--- src/rtl/regfile_dump_reader.sv ---
`default_nettype none
// ============================================================================
//  Module   : regfile_dump_reader
//  Purpose  : Walks the register file two entries at a time through its read
//             ports and streams {address, value} words over valid/ready.
//  Revision : 1.0  initial release
// ============================================================================
module regfile_dump_reader #(
    parameter int NUM_REGS = 32,   // even, >= 2
    parameter int ADDR_W   = 5,    // 2**ADDR_W >= NUM_REGS
    parameter int DATA_W   = 32
) (
    input  logic              clk,
    input  logic              rst_n,
    input  logic              start,
    output logic [ADDR_W-1:0] rs1,
    output logic [ADDR_W-1:0] rs2,
    input  logic [DATA_W-1:0] output1,
    input  logic [DATA_W-1:0] output2,
    output logic              out_valid,
    input  logic              out_ready,
    output logic [ADDR_W-1:0] out_addr,
    output logic [DATA_W-1:0] out_data,
    output logic              busy,
    output logic              done
);

    // One spare index bit so the end-of-dump compare never sees a wrap.
    localparam int                c_IDX_W = ADDR_W + 1;
    localparam logic [c_IDX_W-1:0] c_LAST = c_IDX_W'(NUM_REGS);

    typedef enum logic [2:0] {
        S_IDLE  = 3'd0,
        S_FETCH = 3'd1,
        S_EMIT0 = 3'd2,
        S_EMIT1 = 3'd3,
        S_DONE  = 3'd4
    } state_t;

    state_t             r_state_q, w_state_d;
    logic [c_IDX_W-1:0] r_idx_q,   w_idx_d;
    logic [DATA_W-1:0]  r_buf0_q,  w_buf0_d;
    logic [DATA_W-1:0]  r_buf1_q,  w_buf1_d;
    logic [ADDR_W-1:0]  w_idx_lo;
    logic [c_IDX_W-1:0] w_idx_p2;

    assign w_idx_lo = r_idx_q[ADDR_W-1:0];
    assign w_idx_p2 = r_idx_q + c_IDX_W'(2);

    always_ff @(posedge clk or negedge rst_n) begin
        if (!rst_n) begin
            r_state_q <= S_IDLE;
            r_idx_q   <= '0;
            r_buf0_q  <= '0;
            r_buf1_q  <= '0;
        end else begin
            r_state_q <= w_state_d;
            r_idx_q   <= w_idx_d;
            r_buf0_q  <= w_buf0_d;
            r_buf1_q  <= w_buf1_d;
        end
    end

    always_comb begin
        w_state_d = r_state_q;
        w_idx_d   = r_idx_q;
        w_buf0_d  = r_buf0_q;
        w_buf1_d  = r_buf1_q;
        rs1       = '0;
        rs2       = '0;
        out_valid = 1'b0;
        out_addr  = '0;
        out_data  = '0;
        busy      = 1'b0;
        done      = 1'b0;

        case (r_state_q)
            S_IDLE: begin
                if (start) begin
                    w_state_d = S_FETCH;
                    w_idx_d   = '0;
                end
            end
            S_FETCH: begin
                busy      = 1'b1;
                rs1       = w_idx_lo;
                rs2       = w_idx_lo + ADDR_W'(1);
                w_buf0_d  = output1;
                w_buf1_d  = output2;
                w_state_d = S_EMIT0;
            end
            S_EMIT0: begin
                busy      = 1'b1;
                out_valid = 1'b1;
                out_addr  = w_idx_lo;
                out_data  = r_buf0_q;
                if (out_ready) begin
                    w_state_d = S_EMIT1;
                end
            end
            S_EMIT1: begin
                busy      = 1'b1;
                out_valid = 1'b1;
                out_addr  = w_idx_lo + ADDR_W'(1);
                out_data  = r_buf1_q;
                if (out_ready) begin
                    if (w_idx_p2 == c_LAST) begin
                        w_state_d = S_DONE;
                    end else begin
                        w_idx_d   = w_idx_p2;
                        w_state_d = S_FETCH;
                    end
                end
            end
            S_DONE: begin
                busy      = 1'b1;
                done      = 1'b1;
                w_state_d = S_IDLE;
            end
            default: begin
                w_state_d = S_IDLE;
            end
        endcase
    end

endmodule
`default_nettype wire

--- config.mk ---
export PLATFORM = sky130hd
export DESIGN_NAME = regfile_dump_reader
export DESIGN_NICKNAME = d
export VERILOG_FILES = /design/src/rtl/regfile_dump_reader.sv
export SDC_FILE = /design/constraint.sdc
export NUM_CORES = 1
export LEC_CHECK = 0
export CAP_MARGIN = 15
export CORE_ASPECT_RATIO = 1.4
export CORE_MARGIN = 2
export CORE_UTILIZATION = 46
export DETAILED_ROUTE_END_ITERATION = 8
export GPL_TIMING_DRIVEN = 0
export PLACE_DENSITY_LB_ADDON = 0.2
export SYNTH_ARGS = -nofsm -noshare
export SYNTH_HDL_FRONTEND = slang
export SYNTH_SLANG_ARGS = --single-unit
--- constraint.sdc ---
create_clock -name clk -period 2.24 [get_ports clk]
set_clock_uncertainty 0.2 [all_clocks]
set_input_delay 0.224 -clock clk [delete_from_list [all_inputs] [get_ports clk]]
set_output_delay 0.224 -clock clk [all_outputs]
set_load 0.1 [all_outputs]
# Yosys cells after proc, flatten, opt, wreduce, memory -nomap -nowiden
# Index checks and enable logic that the tools add are counted.
# op_classes
mux	16
n_reduce_logical	6
n_addsub	2
eq_ne	9
# ops
op	n
$pmux W32 S2	1
$mux W6	3
$mux W3	4
$pmux W3 S4	1
$pmux W6 S2	1
$mux W5	2
$pmux W5 S2	1
$ne A2 B2 Y1 const B	4
$add A6 B2 Y6 const B	1
$eq A3 B2 Y1 const B	2
$eq A6 B6 Y1 const B	1
$add A5 B1 Y5 const B	1
$reduce_and A4 Y1	1
$reduce_or A4 Y1	1
$eq A3 B1 Y1 const B	1
$eq A3 B3 Y1 const B	1
$logic_not A3 Y1	1
$mux W1	3
$reduce_and A3 Y1	1
$reduce_bool A2 Y1	1
$reduce_or A2 Y1	1
# totals
reg_bits	73
elab_cells	37
out_inout_bits	50
input_bits	68

# Depth between registers and ports, before layout
# Gate-level depths: netlist of run 1.
# logic_depth
depth_word	5
depth_mapped	8
ltp_nobuf	6

# Least setup slack after synthesis of run 1
# No wires, ideal clock.
# synth_timing
path_kind	reg-to-output
from	register r_state_q[2]
to	output port out_data[0]
arrival_ns	2.201
required_time_ns	1.816
setup_slack_ns	-0.385
path_buffers	3
stages_incl_launch_ff	6
path_cell_list	dfrtp_1 > buf_6 > nand2b_4 > buf_6 > clkbuf_1 > nor2_1
# synth_between
elab_chain_cells	2
# synth_lines
item	line	source
from (decl)	40	state_t r_state_q, w_state_d;
from (signal assigned)	57	r_state_q <= w_state_d;
$eq A3 B2 Y1	77	case (r_state_q)
$pmux W32 S2 *	77	
to (decl)	23	output logic [DATA_W-1:0] out_data,
# Every way passes the cells marked *; elsewhere a longest branch is shown, timed or not.

# Worst setup path in the final report of run 1
# layout_timing
from	register r_state_q[2]
to	output port out_data[7]
# Same word-level chain as after synthesis.

==> results of run 1 <==
[layout make-up]
cell class / instances / share of cell area
Multi-Input combinational cell: 185 / 0.317
Clock inverter: 5 / 0.0163
Sequential cell: 72 / 0.356
Tap cell: 97 / 0.0240
Timing Repair Buffer: 118 / 0.234
Inverter: 1 / 0.000742
Buffer: 19 / 0.0262
Clock buffer: 10 / 0.0252
[sequential cells by signal (all words and copies together) (netlist names)]
signal / count
r_buf0_q: 32
r_state_q: 3
r_idx_q: 5
r_buf1_q: 32
[layer usage]
metal	part of all wire	vias to the layer above	global-route usage
met1	0.41	1276	0.254
li1	-	1226	-
met3	0.044	11	0.0421
met4	0.021	0	0.0931
met5	0	-	0
met2	0.52	78	0.353
[through the flow]
| step | util | setup slack, ns |
|---|---|---|
| 2_1_floorplan | - | -0.385 |
| 3_3_place_gp | 0.653 | -1.69 |
| 3_5_place_dp | 0.652 | -0.585 |
| 4_1_cts | 0.680 | -0.0296 |
| 5_1_grt | 0.687 | -0.00735 |
| 6_report | 0.687 | 0.0686 |
[worst max-delay path: stages (launching register included)]
cell and delay (ns):
dfrtp_1 0.38, buf_6 0.13, nand2b_4 0.13, buf_6 0.14
buf_2 0.19, nor2_1 0.18, buf_6 0.25
[cells by family after synthesis]
logic type | after synthesis
AOI/OAI and AO/OA | 13
xor gates and xnor gates | 2
adders and majority gates | 1
buffers and inverters | 21
DFF | 72
muxes | 96
other | 1
and+or+nand+nor | 72
[what timing repair did]
action	in CTS	in global routing
setup endpoints to repair	49	49
hold buffers	1	0
pin swaps	0	0
setup buffers	0	1
resized for setup	315	31
hold endpoints to repair	72	0
gates cloned	0	0
[worst paths after layout]
kind                                          start                       end  slack [ns]  cells past startpoint
max                        r_state_q[2]$_DFFE_PN0P_               out_data[7]        0.07                      6
max in group asynchronous                     rst_n    r_idx_q[1]$_DFFE_PN0P_        0.84                      2
min in group asynchronous                     rst_n  r_buf1_q[13]$_DFFE_PN0N_        0.33                      2
min                                      output2[6]   r_buf1_q[6]$_DFFE_PN0N_        0.29                      2
min reg2reg                r_buf0_q[25]$_DFFE_PN0N_  r_buf0_q[25]$_DFFE_PN0N_        0.31                      1
max reg2reg                  r_idx_q[2]$_DFFE_PN0P_    r_idx_q[3]$_DFFE_PN0P_        0.11                      6
[placed cells by master, fill, tap and decap left out, drive strengths merged, types with 2 or more instances in the layout]
| cell type | netlist | layout |
|---|---|---|
| dfrtp | 72 | 72 |
| clkbuf | 3 | 16 |
| buf | 17 | 64 |
| nand2b | 2 | 2 |
| nand3b | 2 | 2 |
| nor3b | 2 | 2 |
| nand3 | 3 | 3 |
| xnor2 | 2 | 2 |
| nand2 | 4 | 4 |
| nor2 | 38 | 38 |
| nor3 | 2 | 2 |
| bufinv | 0 | 2 |
| clkdlybuf4s50 | 0 | 66 |
| and2 | 15 | 15 |
| a31o | 5 | 5 |
| mux2i | 32 | 32 |
| and3 | 2 | 2 |
| mux2 | 64 | 64 |
| clkinv | 0 | 3 |
==> impl_results.md, run 1 <==
* Synth Register Bits at 72
* Cell Area, Synth at 3500 µm²
* Initial Utilization at 0.475
* Final worst-path cycle share at 0.969
* Mux share of post-synthesis cell area at 0.298
* Largest area contributor in the netlist: dfrtp_1
* WS Path Type: reg2out
* Outcome: complete, no violations
* Setup violations, final at 0
* F_max at 461 MHz
* Largest family of logic cells by synthesized area: multiplexers
* Placed Instances at 491
* Xor/xnor cell area share of the yosys netlist at 0.00501
* Layout cells sized above 1 at 0.432
* GRT Overall Usage at 0.208
* Worst hold slack at 0.286 ns
* Most instantiated cells after synthesis: 72 x dfrtp_1, 64 x mux2_2, 38 x nor2_1
* Count leader, synth: dfrtp_1
* Final wirelength at 8.25 mm
* Die X at 77.7 µm
* Core Area at 7360 µm²
* GP Congestion at 0.786
* Port Buf Inserts at 116
* Syn Inst Count at 278
* Final Cell Area at 5060 µm²
* Fillers at 561
* Top post-synthesis cells by area: dfrtp_1 52%, mux2_2 21%, mux2i_1 9.2%
* Simple-gate area share of the yosys netlist at 0.105
* Worst slew pin tran at 0.916 ns
* Crit path time final at 2.17 ns
* Post-detailed-route count of antenna-violating nets at 0
* Row count at 37
* Global-route wire length before repair at 13.1 mm
* CP max FO at 10
* Max-slew violations at 0
* Non-filler cells, final at 507
* Post-Syn Nets at 347
* Clk Latency, worst-skew pair at 0.35 ns
* Adder-cell share of the synthesized area at 0.00358
* Diode count at 0
* Synth top area share at 0.515
* Wire per inst at 16.3 µm
* Hold Path Class: in2reg
* Syn avg cell area at 12.6 µm²
* Initial antenna violation count at 0
* Final hold vios at 0
* HPWL after DPL at 5.78 mm
* Area Growth Syn to Fin at 44.7%
* IO Pins at 118
* Detailed Route Iter0 Violations at 81
* Num CTS Buffers at 9
* Startpoint Class: flip-flop
* Final #Nets at 475
* Synth unique cells at 36
* Reg clk slew, reported paths at 0.08 ns
* Compound-Gate Fraction of Synth Area at 0.0372
* Residual DRC at 0
* Crit end category: output pin
* Area of the multi-input gates at 1610 µm²
* Vias post-DR at 2,591
* DIE AREA at 8330 µm²
* H-tree depth at 3
* Largest net degree at the start of global routing at 73
* CTS tree: yes
* RSZ-0062 raised after global routing: true
* Drt via density at 5.11
* Post-synth EDFFs at 0
* Sink Count at 72
* CP Data Arrival Time at 1.75 ns
* TNS Setup at 0 ns
* GR Overflow Total at 0
* Synth Flop Type: dfrtp_1
* Number of global-route vias before repair at 2,629
* Asr flop ratio synth at 1.00
* Ys Warns at 0
* 1st-pass router iterations at 4
* MaxCap Viol Count at 0
* Req. time, crit path at 1.82 ns
* Register area share after synthesis at 0.515
* Reg area at 1800 µm²
* CTS max path bufs at 2
* Clk root buf: clkbuf_8
* Slew HR at 0.389
* Placed Area at 4800 µm²
* DIE HEIGHT at 107 µm
Power of run 1 is left out: the tool's default activity adds up to more than one toggle a clock period on the data nets, which glitch-free logic cannot reach.
==> run 2: changes to the inputs <==
TNS_END_PERCENT = 20   (was default)
==> impl_results.md, run 2 (synthesis gave the netlist of run 1 again) <==
* Detailed Route Iter0 Violations at 105 (was 81)
* Number of global-route vias before repair at 2,672 (was 2,629)
* F_max at 460 MHz (was 461 MHz)
* Global-route wire length before repair at 13.2 mm (was 13.1 mm)
* Die X at 77.7 µm (unchanged)
* CP top delay family: buffers and inverters (unchanged)
* HPWL after DPL at 5.76 mm (was 5.78 mm)
* CTS max path bufs at 2 (unchanged)
* Final worst-path cycle share at 0.970 (was 0.969)
* Max-slew violations at 0 (unchanged)
* Clk root buf: clkbuf_8 (unchanged)
* Largest net degree at the start of global routing at 73 (unchanged)
* Top Registers: r_buf0_q (32), r_buf1_q (32), r_idx_q (5) (unchanged)
* MaxCap Viol Count at 0 (unchanged)
* RSZ-0062 raised after global routing: true (unchanged)
* Hold Path Class: in2reg (unchanged)
* GR Overflow Total at 0 (unchanged)
* Initial antenna violation count at 0 (unchanged)
* Slew HR at 0.394 (was 0.389)
* Final #Nets at 476 (was 475)
* Reg area at 1800 µm² (about the same)
* Layout cells sized above 1 at 0.406 (was 0.432)
* Reg-to-reg setup timing slack at 0.10 ns (was 0.11 ns)
* Vias post-DR at 2,584 (was 2,591)
* Clk Latency, worst-skew pair at 0.34 ns (was 0.35 ns)
* CP most frequent cell: buf_4 (was buf_6)
* Area of the multi-input gates at 1580 µm² (was 1610 µm²)
* Startpoint Class: flip-flop (unchanged)
* WS Path Type: reg2out (unchanged)
* Drt via density at 5.09 (was 5.11)
* Final wirelength at 8.08 mm (was 8.25 mm)
* Wire per inst at 15.9 µm (was 16.3 µm)
* H-tree depth at 3 (unchanged)
* CTS tree: yes (unchanged)
* Final hold vios at 0 (unchanged)
* Setup violations, final at 0 (unchanged)
* Buffers and inverters on the worst path at 3 (was 4)
* Worst Hold Path Cells at 2 (unchanged)
* 1st-pass router iterations at 4 (unchanged)
* Core Area at 7360 µm² (unchanged)
* Outcome: complete, no violations (unchanged)
* Final Cell Area at 5030 µm² (was 5060 µm²)
* Reg clk slew, reported paths at 0.08 ns (about the same)
* CP max FO at 10 (unchanged)
* CP Data Arrival Time at 1.75 ns (about the same)
* DIE AREA at 8330 µm² (unchanged)
* Worst r2r dst: r_idx_q[4]$_DFFE_PN0P_ (was r_idx_q[3]$_DFFE_PN0P_)
* Sink Count at 72 (unchanged)
* GP Congestion at 0.789 (was 0.786)
* GRT Overall Usage at 0.206 (was 0.208)
* Fillers at 573 (was 561)
* Crit path time final at 2.17 ns (about the same)
* DIE HEIGHT at 107 µm (unchanged)
* Commonest non-fill, non-tap cell in the layout: dfrtp_1 (unchanged)
* Row count at 37 (unchanged)
* Crit end category: output pin (unchanged)
* Initial Utilization at 0.475 (unchanged)
* Area Growth Syn to Fin at 43.8% (was 44.7%)
* TNS Setup at 0 ns (unchanged)
* Most frequent cells in the layout: 72 x dfrtp_1, 66 x clkdlybuf4s50_1, 64 x mux2_2 (was 71 x dfrtp_1, 66 x clkdlybuf4s50_1, 64 x mux2_2)
* Worst Hold Path EP: r_buf0_q[1]$_DFFE_PN0N_ (was r_buf1_q[6]$_DFFE_PN0N_)
* Diode count at 0 (unchanged)
* Req. time, crit path at 1.82 ns (about the same)
* Post-detailed-route count of antenna-violating nets at 0 (unchanged)
* Residual DRC at 0 (unchanged)
* Port Buf Inserts at 116 (unchanged)
* Critical path cell sequence: buf_2, buf_4, mux2i_1, nor2_1, buf_4 (was buf_6, nand2b_4, buf_6, buf_2, nor2_1, buf_6)
* Crit path launch: r_state_q[0]$_DFFE_PN0P_ (was r_state_q[2]$_DFFE_PN0P_)
* IO Pins at 118 (unchanged)
* Reg2reg start: r_idx_q[1]$_DFFE_PN0P_ (was r_idx_q[2]$_DFFE_PN0P_)
* HP Start: output1[1] (was output2[6])
* Worst reg2reg path depth at 6 (unchanged)
* Slowest cell on crit path: dfrtp_1 (unchanged)
* Placed Area at 4780 µm² (was 4800 µm²)
* Worst slew pin tran at 0.909 ns (was 0.916 ns)
* Num CTS Buffers at 9 (unchanged)
* Largest stage delay on the critical path at 0.35 ns (was 0.38 ns)
## run 2: changes by cell type in the layout (fill, tap and decap cells not counted), sizes merged
cell | before | now
buf | 64 | 68
clkinvlp | 0 | 1
clkbuf | 16 | 13
clkinv | 3 | 2
## run 2: worst max path at each step
stage | to | depth (start not counted)
floorplan | out_data[0] | 5
global placement | r_idx_q[3]$_DFFE_PN0P_ | 1
detailed placement | rs1[2] | 6
CTS | out_data[25] | 6
global route | rs2[3] | 5
finish | out_data[9] | 5
## run 2: layout make-up
cell class,count,area share
Timing Repair Buffer,118,0.232
Multi-Input combinational cell,185,0.314
Sequential cell,72,0.358
Tap cell,97,0.0241
Clock inverter,5,0.0162
Inverter,1,0.000746
Clock buffer,10,0.0274
Buffer,20,0.0266
## run 2: per-stage QoR
| step | utilization | std cells | worst slack [ns] | hold WS [ns] |
|---|---|---|---|---|
| final | 0.683 | 508 | 0.0675 | 0.288 |
| after floorplan | - | 278 | -0.385 | -0.272 |
| after CTS | 0.671 | 508 | -0.00151 | 0.271 |
| after global placement | 0.649 | 491 | -1.71 | 0.287 |
| after global routing | 0.683 | 508 | -0.0374 | 0.280 |
| after detailed placement | 0.649 | 491 | -0.592 | 0.209 |
## run 2: timing repair
item | in CTS | in global routing
setup endpoints to repair | 49 | 49
pin swaps | 0 | 0
hold buffers | 1 | 0
gates resized for setup | 297 | 39
setup buffers | 1 | 0
endpoints found under the hold margin | 72 | 0
## run 2: routing by layer
metal	wire length, µm	GRT usage	vias up	part of all wire
met5	0	0	-	0
met4	74	0.0765	0	0.0092
met3	316	0.0429	5	0.039
met2	4360	0.362	71	0.54
met1	3320	0.248	1284	0.41
li1	-	-	1224	-
Power of run 2 is left out for the same reason.
==> RTL change, RTL diff (settings of run 1) <==
Take the reset off `r_buf0_q` and `r_buf1_q` and load them in a clocked block of their own.
--- a/src/rtl/regfile_dump_reader.sv
+++ b/src/rtl/regfile_dump_reader.sv
@@ -53,4 +53,2 @@
             r_idx_q   <= '0;
-            r_buf0_q  <= '0;
-            r_buf1_q  <= '0;
         end else begin
@@ -58,5 +56,8 @@
             r_idx_q   <= w_idx_d;
-            r_buf0_q  <= w_buf0_d;
-            r_buf1_q  <= w_buf1_d;
         end
+    end
+
+    always_ff @(posedge clk) begin
+        r_buf0_q <= w_buf0_d;
+        r_buf1_q <= w_buf1_d;
     end
Function: same outputs for any inputs over 10 cycles, from zero or initial values and one cycle with rst_n low; that may be too few to reach the edited logic, so the function may still have changed.
==> RTL change against run 1 <==
- die area fell by 12%
- area after synthesis decreased by 12%
- sequential cell count unchanged
- routed wire length is 17% lower
- critical path depth did not move
- setup slack worse by 28 ps
- final area fell by 1.1%
Power is not shown: default switching activity piles up to over one toggle a cycle in this logic, so the estimate is an artifact.
==> RTL change: results (changes against run 1) <==
Layout:
- The non-clock buffer contribution to total cell area is 28.89% (+2.9 points).
- The share of layout cells above drive strength 1 is 40.17% (-3.0 points).
- The final cell utilization of the core is 76.66% (+7.9 points).
- The total number of nets in the final design came to 411 (-13%).
- The final-layout fill cell count came to 415 (-26%).
- The number of multi-input combinational cells was 122 (-34%).
- The number of ordinary and repair buffers in the finished layout is 136 (-0.73%).
- The multi-input gate share of total cell area came to 22.61% (-9.1 points).

Route:
- The ratio of routed vias to standard cells was 5.121 (+0.21%).
- The number of vias after detailed routing is 2,151 (-17%).
- The number of DRC markers in iteration 0 is 90 (+11%).
- The post-detailed-routing wire length is 6882 um (-17%).

CTS:
- The post-CTS resize count was 310 (-1.6%).
- The CTS clock-pin slew for the worst setup and hold paths is 80 ps (about the same).
- The buffer type at the clock tree root is sky130_fd_sc_hd__clkbuf_8.

Worst setup path:
- In this design, the stage delay of the slowest critical-path cell is 370 ps.
- The maximum fanout encountered on the critical timing path is 10 (unchanged).
- The worst path arrival time is 1780 ps (+30 ps).

Placed design:
- The weighted congestion reported at the end of routability-driven placement was 0.7403 (-5.8%).
- The placed cell area is 4621 um^2 (-3.8%).
- The half-perimeter wire length after placement was 4954 um (-14%).
- The worst slack at placement came to -891.7 ps (-306.5 ps).

Outcome:
- The run finished with clean final reports.

Synth:
- The register bit total from synthesis came to 72 (unchanged).
- The share of synthesized registers carrying an async set or reset came to 11.11% (-89 points).
- Counting instances in the post-synthesis netlist gives the leading cell types as 64 x sky130_fd_sc_hd__edfxtp_1, 38 x sky130_fd_sc_hd__nor2_1, 32 x sky130_fd_sc_hd__mux2i_1.
- The post-synth net total came to 277 (-20%).
- The number of distinct standard cells referenced by the synthesized netlist is 35 (-2.8%).
- After synthesis, the cell types taking the most area are sky130_fd_sc_hd__edfxtp_1 63%, sky130_fd_sc_hd__mux2i_1 10%, sky130_fd_sc_hd__dfrtp_1 6.5%.
- The cell count after synthesis is 208 (-25%).
- The number of flops mapped to enable cells by yosys is 64 (+64).
- The fraction of the yosys area taken by sequential cells is 69.28% (+18 points).

GRT:
- The total global-route track usage is 18.63% (-2.2 points).
- The maximum number of pins on one net before global-route repair is 22 (-70%).

Die:
- The overall die width was 72.97 um (-6.1%).

Timing:
- The worst slew margin relative to its limit came to 66.11% (+27 points).
RTL change: layer usage:
layer	vias to the layer above	routed length (um)	track usage (%)
li1	1022	-	-
met1	1029	2465	18.75
met2	84	3868	34.62
met3	16	387	5.500
met4	0	161	8.120
met5	-	0	0
RTL change: path summary, 6_finish.rpt:
path,start,to,slack [ps],cells past startpoint
min in group asynchronous,rst_n,r_state_q[0],520,2
setup reg to reg,r_idx_q[1],r_idx_q[5],80,6
hold / removal,output1[31],r_buf0_q[31],230,1
max in group asynchronous,rst_n,r_idx_q[2],1010,2
setup / recovery,r_state_q[2],out_data[12],40,6
hold reg to reg,r_state_q[2],r_state_q[1],360,2
RTL change: cell families (layout without fill, tap and decap cells):
logic type	Yosys count	count (layout)	synth area share, %
multiplexers	32	32	10.46
buffers and inverters	14	152	2.655
AND/OR/NAND/NOR	73	73	12.25
other	1	1	0.1224
adder cells (fa/ha/maj)	1	1	0.4084
AO/OA/AOI/OAI	13	13	4.249
flip-flops	72	72	69.28
XOR/XNOR	2	2	0.5720
